### config.mk
export PLATFORM = sky130hd
export DESIGN_NAME = product_bcd_converter_flat
export DESIGN_NICKNAME = d
export VERILOG_FILES = /design/src/rtl/product_bcd_converter_pkg.sv /design/src/rtl/product_bcd_converter_if.sv /design/src/rtl/product_bcd_converter_add3.sv /design/src/rtl/product_bcd_converter.sv /design/src/flat_wrapper.sv
export SDC_FILE = /design/constraint.sdc
export NUM_CORES = 1
export LEC_CHECK = 0
export ABC_AREA = 0
export BUFFER_PORTS_ARGS = -buffer_cell sky130_fd_sc_hd__buf_4
export CAP_MARGIN = 25
export CORE_ASPECT_RATIO = 1.25
export CORE_MARGIN = 8
export CORE_UTILIZATION = 37
export DETAILED_ROUTE_END_ITERATION = 8
export PLACE_DENSITY = 0.7
export SLEW_MARGIN = 40
export SYNTH_ARGS = -nofsm -noshare
export SYNTH_HDL_FRONTEND = slang
export SYNTH_HIERARCHICAL = 1
export SYNTH_SLANG_ARGS = --single-unit
### constraint.sdc
create_clock -name clk -period 1.76 [get_ports clk]
set_input_delay 0.088 -clock clk [delete_from_list [all_inputs] [get_ports clk]]
set_output_delay 0.088 -clock clk [all_outputs]
set_load 0.005 [all_outputs]
### src/rtl/product_bcd_converter_pkg.sv
// Shared definitions for the multiplier display path: product/BCD widths and
// the converter FSM state encoding.
package product_bcd_converter_pkg;

    localparam int PRODUCT_W  = 15;
    localparam int BCD_DIGITS = 5;
    localparam int CNT_WIDTH  = 4;

    typedef enum logic [1:0] {
        ST_IDLE = 2'd0,
        ST_CONV = 2'd1,
        ST_DONE = 2'd2
    } conv_state_t;

endpackage

### src/rtl/product_bcd_converter_if.sv
// Handshake and result bundle between the converter and its producer/consumer.
interface product_bcd_converter_if
    import product_bcd_converter_pkg::*;
#(
    parameter int IN_W   = PRODUCT_W,
    parameter int DIGITS = BCD_DIGITS
);
    logic                  start;
    logic [IN_W-1:0]       bin_in;
    logic                  sign_in;
    logic                  busy;
    logic                  done;
    logic [4*DIGITS-1:0]   bcd_out;
    logic                  sign_out;
    logic [DIGITS-1:0]     lz_mask;

    modport master (
        output start, bin_in, sign_in,
        input  busy, done, bcd_out, sign_out, lz_mask
    );

    modport slave (
        input  start, bin_in, sign_in,
        output busy, done, bcd_out, sign_out, lz_mask
    );
endinterface

### src/rtl/product_bcd_converter_add3.sv
// Double-dabble correction cell: adds 3 to a BCD nibble of 5 or more so the
// following left shift carries correctly into the next decimal digit.
module product_bcd_converter_add3 (
    input  logic [3:0] nib_in,
    output logic [3:0] nib_out
);
    assign nib_out = (nib_in >= 4'd5) ? nib_in + 4'd3 : nib_in;
endmodule

### src/rtl/product_bcd_converter.sv
// Sequential binary-to-BCD converter (shift-add-3), one input bit per clock,
// with registered BCD digits, sign and leading-zero mask for the display stage.
module product_bcd_converter
    import product_bcd_converter_pkg::*;
#(
    parameter int IN_W   = PRODUCT_W,
    parameter int DIGITS = BCD_DIGITS,
    parameter int CNT_W  = CNT_WIDTH
) (
    input  logic                     clk,
    input  logic                     rst_n,
    product_bcd_converter_if.slave   bus
);
    localparam int BCD_W = 4 * DIGITS;
    localparam int SH_W  = BCD_W + IN_W;
    localparam logic [DIGITS-1:0] LZ_RESET = {{(DIGITS-1){1'b1}}, 1'b0};

    conv_state_t        state_q, state_d;
    logic [SH_W-1:0]    sh_q, sh_d;
    logic [CNT_W-1:0]   cnt_q, cnt_d;
    logic               sign_lat_q, sign_lat_d;
    logic               busy_q, busy_d;
    logic               done_q, done_d;
    logic [BCD_W-1:0]   bcd_q, bcd_d;
    logic               sign_out_q, sign_out_d;
    logic [DIGITS-1:0]  lz_q, lz_d;

    logic [BCD_W-1:0]   adj;
    logic [SH_W-1:0]    shifted;
    logic [BCD_W-1:0]   new_bcd;
    logic [DIGITS-1:0]  lz_calc;
    logic               zero_run;
    logic               last_bit;

    generate
        for (genvar gi = 0; gi < DIGITS; gi++) begin : g_add3
            product_bcd_converter_add3 u_add3 (
                .nib_in  (sh_q[IN_W + 4*gi +: 4]),
                .nib_out (adj[4*gi +: 4])
            );
        end
    endgenerate

    // Shift in SH_W context so the (always zero) top BCD bit falls off.
    assign shifted  = {adj, sh_q[IN_W-1:0]} << 1;
    assign new_bcd  = shifted[SH_W-1 -: BCD_W];
    assign last_bit = (cnt_q == CNT_W'(IN_W - 1));

    // A digit is a leading zero when it and every more significant digit are zero.
    always_comb begin
        lz_calc  = '0;
        zero_run = 1'b1;
        for (int i = DIGITS - 1; i >= 1; i--) begin
            zero_run   = zero_run & (new_bcd[4*i +: 4] == 4'd0);
            lz_calc[i] = zero_run;
        end
    end

    always_comb begin
        state_d    = state_q;
        sh_d       = sh_q;
        cnt_d      = cnt_q;
        sign_lat_d = sign_lat_q;
        busy_d     = busy_q;
        done_d     = 1'b0;
        bcd_d      = bcd_q;
        sign_out_d = sign_out_q;
        lz_d       = lz_q;
        case (state_q)
            ST_IDLE: begin
                if (bus.start) begin
                    sh_d       = {{BCD_W{1'b0}}, bus.bin_in};
                    sign_lat_d = bus.sign_in & (|bus.bin_in);
                    cnt_d      = '0;
                    busy_d     = 1'b1;
                    state_d    = ST_CONV;
                end
            end
            ST_CONV: begin
                sh_d  = shifted;
                cnt_d = cnt_q + 1'b1;
                if (last_bit) begin
                    bcd_d      = new_bcd;
                    lz_d       = lz_calc;
                    sign_out_d = sign_lat_q;
                    busy_d     = 1'b0;
                    done_d     = 1'b1;
                    state_d    = ST_DONE;
                end
            end
            ST_DONE: state_d = ST_IDLE;
            default: state_d = ST_IDLE;
        endcase
    end

    always_ff @(posedge clk or negedge rst_n) begin
        if (!rst_n) begin
            state_q    <= ST_IDLE;
            sh_q       <= '0;
            cnt_q      <= '0;
            sign_lat_q <= 1'b0;
            busy_q     <= 1'b0;
            done_q     <= 1'b0;
            bcd_q      <= '0;
            sign_out_q <= 1'b0;
            lz_q       <= LZ_RESET;
        end else begin
            state_q    <= state_d;
            sh_q       <= sh_d;
            cnt_q      <= cnt_d;
            sign_lat_q <= sign_lat_d;
            busy_q     <= busy_d;
            done_q     <= done_d;
            bcd_q      <= bcd_d;
            sign_out_q <= sign_out_d;
            lz_q       <= lz_d;
        end
    end

    assign bus.busy     = busy_q;
    assign bus.done     = done_q;
    assign bus.bcd_out  = bcd_q;
    assign bus.sign_out = sign_out_q;
    assign bus.lz_mask  = lz_q;

endmodule

### src/flat_wrapper.sv
// flat-port wrapper written by rule: the top's interface ports become plain ports
module product_bcd_converter_flat import product_bcd_converter_pkg::*;
#(
    parameter int IN_W   = PRODUCT_W,
    parameter int DIGITS = BCD_DIGITS,
    parameter int CNT_W  = CNT_WIDTH
)
  (clk, rst_n, bus_start, bus_bin_in, bus_sign_in, bus_busy, bus_done, bus_bcd_out, bus_sign_out, bus_lz_mask);
  product_bcd_converter_if #(.IN_W(IN_W), .DIGITS(DIGITS)) bus_i ();
  input  logic clk;
  input  logic rst_n;
  input wire logic [$bits(bus_i.start)-1:0] bus_start;
  input wire logic [$bits(bus_i.bin_in)-1:0] bus_bin_in;
  input wire logic [$bits(bus_i.sign_in)-1:0] bus_sign_in;
  output wire logic [$bits(bus_i.busy)-1:0] bus_busy;
  output wire logic [$bits(bus_i.done)-1:0] bus_done;
  output wire logic [$bits(bus_i.bcd_out)-1:0] bus_bcd_out;
  output wire logic [$bits(bus_i.sign_out)-1:0] bus_sign_out;
  output wire logic [$bits(bus_i.lz_mask)-1:0] bus_lz_mask;
  assign bus_i.start = bus_start;
  assign bus_i.bin_in = bus_bin_in;
  assign bus_i.sign_in = bus_sign_in;
  assign bus_busy = bus_i.busy;
  assign bus_done = bus_i.done;
  assign bus_bcd_out = bus_i.bcd_out;
  assign bus_sign_out = bus_i.sign_out;
  assign bus_lz_mask = bus_i.lz_mask;
  product_bcd_converter #(.IN_W(IN_W), .DIGITS(DIGITS), .CNT_W(CNT_W)) u_core (.clk(clk), .rst_n(rst_n), .bus(bus_i));
endmodule
==> impl_results.md <==
- Root buffer cell: clkbuf_16
- Slowest cell on the critical path: dfrtp_1
- DR WL/cell: around 16 um
- TritonCTS clock tree: built
- Antenna violations before repair: 0
- Period minus WS final: 2.00 ns
- WL final: about 8600 um
- Maximum clock frequency: ~500 MHz
- Synth warnings: 6
- Starting density of the core: 0.376
- Sw frac: 0.375
- Failing checks: setup timing
- Endpoint class of the critical path: register
- Final nets: 459
- Die Ht: 123 um
- Placer congestion estimate: around 0.87
- Clock share of power: 0.176
- HP Class: primary input to register
- Setup Viol. Count Final: 5
- CTS H-Tree Depth: 3
- First-pass GRT wire length: 13,300 um
- Synth Cell Area: ~3400 sq um
- Pleak: 2.33 nW
- Clk sinks: 69
- Pwr/cell area: about 2100 nW/um^2
- Psw: approximately 3.7 mW
- Final non-filler cell total: around 560
- Crit path max fanout: 3
- Share of layout cells above drive strength 1: 0.427
- Synthesis-to-layout area growth: 40.0%
- Fin Clk Skew: 0.00884 ns
- Avg Cell Area, Syn: 10.1 sq um
- Critical Path Source Type: register
- Detail Placement HPWL: 5490 um
- Grt total ovfl: 0
- Pin count of the biggest net entering global routing: 39
- Combinational fraction of design power: 0.531
- IO Count: 47
- DR vias/cell: around 5.0
- CTS max path bufs: 2
- Drt pass-1 iters: 5
- Placeable Area: approximately 9000 sq um
- All-Layer GR Usage: 0.136
- DIE AREA: ~13,000 sq um
- Pre-CTS WS: -0.157 ns
- Status: complete, but fails checks
- Final worst path period share: 1.13
- Initial DRC Count: approximately 130
- RSZ-0062 raised after global routing: yes
- Routed Antenna Nets: 0
- Clk_lat worst skew: 0.33 ns
- Util after Layout: 0.526
- Critical Path RT: approximately 2.0 ns
- Crit path largest cell delay: between 0.3 and 0.4 ns
- CP arrival: about 2.2 ns
- Via count: 2,792
- Internal power: 6.24 mW
- Vias in the first global route: around 2,800
- Slew Viols, Final: 0
- DRC violations left: 0
- Final Hold Viols: 0
- Rows: 39
- Reg power frac: 0.293
- Num CTS Buffers: 9
- MaxCap Viol Count: 0
- Mapped Cells: roughly 340
- Maximum vdd ir drop: roughly 0.0010 V
- N_diodes: 0
- Synthesized Nets: about 370
- Worst Setup Path Type: register to register
- Clock transition at path regs: 0.05 ns
- Number of port buffers: 45
- Die W: around 100 um
- Number of placed cells counting well taps: between 500 and 600
- Setup ws final: -0.237 ns
- Cell Chain, Critical Path: inv_2, ha_2, nand2b_4, a21oi_4, mux2i_2, nor4_2, buf_4, nand3_4, o31ai_2
## critical path: cells and delay by family, from the launching register on
family	cells	cell delay (ns)
AO/OA/AOI/OAI	2	0.40
adder cells (fa/ha/maj)	1	0.18
buffers and inverters	2	0.28
flip-flops	1	0.36
multiplexers	1	0.13
AND/OR/NAND/NOR	3	0.54
## final cells by class
type                            count  area [sq um]
Fill cell                         790          4280
Multi-Input combinational cell    237          1750
Sequential cell                    69          1730
Timing Repair Buffer               98           768
Clock buffer                        9           225
Tap cell                          123           154
Clock inverter                      7          66.3
Inverter                           13          48.8
## worst paths after layout
| check | start | end | slack [ns] | cells past startpoint |
|---|---|---|---|---|
| max in group asynchronous | rst_n | u_core/bus.lz_mask[3] | 0.89 | 3 |
| worst min-delay path | bus_bin_in[3] | u_core/sh_q[3] | 0.05 | 3 |
| worst max register to register | u_core/sh_q[28] | u_core/bus.lz_mask[1] | -0.24 | 9 |
| min in group asynchronous | rst_n | u_core/bus.bcd_out[4] | 0.25 | 2 |
| worst max-delay path | u_core/sh_q[28] | u_core/bus.lz_mask[1] | -0.24 | 9 |
| worst min register to register | u_core/sign_lat_q | u_core/sign_lat_q | 0.48 | 2 |
## timing repair
| action | 4_1_cts | 5_1_grt |
|---|---|---|
| gates resized for setup | 20 | 33 |
| buffers inserted | 4 | 5 |
| hold buffers | 3 | 0 |
| pin swaps | 9 | 9 |
| endpoints found under the hold margin | 33 | 0 |
| setup endpoints to repair | 4 | 4 |
## power by group through the flow
stage,registers (mW),logic [mW],clock network [mW]
2_1_floorplan,2.80,2.44,0
3_3_place_gp,2.84,4.05,0
3_5_place_dp,2.89,4.20,0
4_1_cts,2.89,4.60,1.80
5_1_grt,3.02,5.78,1.85
6_report,2.93,5.30,1.75
## sequential cells by signal (all words and copies together), names as in the netlist
register and flops:
u_core/sign_lat_q 1, u_core/bus.done 1, u_core/bus.bcd_out 20, u_core/cnt_q 4, u_core/bus.busy 1, u_core/bus.sign_out 1, u_core/sh_q 35, u_core/state_q 2
u_core/bus.lz_mask 4
## layout by cell type, fill, tap and decap left out, types with 7 or more instances in the layout
| master | n |
|---|---|
| buf_4 | 93 |
| dfrtp_1 | 64 |
| nand2_1 | 62 |
| nor2_1 | 37 |
| nand3_1 | 23 |
| mux2_4 | 17 |
| o22ai_1 | 14 |
| clkbuf_16 | 9 |
| o21ai_0 | 8 |
| inv_2 | 7 |
## routing by layer
metal | vias to the layer above | wire length (um) | GRT usage
met4 | 0 | 208 | 0.0607
met1 | 1379 | 3470 | 0.153
met3 | 21 | 445 | 0.0372
met5 | - | 0 | 0
met2 | 76 | 4520 | 0.236
li1 | 1316 | - | -
## stage by stage
stage          instance area, sq um  hold slack (ns)  setup TNS (ns)  power [mW]
3_3_place_gp                   4130           0.0579          -0.123        6.90
5_1_grt                        4750           0.0626          -0.727        10.7
3_5_place_dp                   4130           0.0654          -0.403        7.09
2_1_floorplan                  3420           -0.208         -0.0233        5.23
6_report                       4750           0.0476          -0.536        9.97
4_1_cts                        4570           0.0430         -0.0753        9.29
Power figures use the tool's default switching activity.
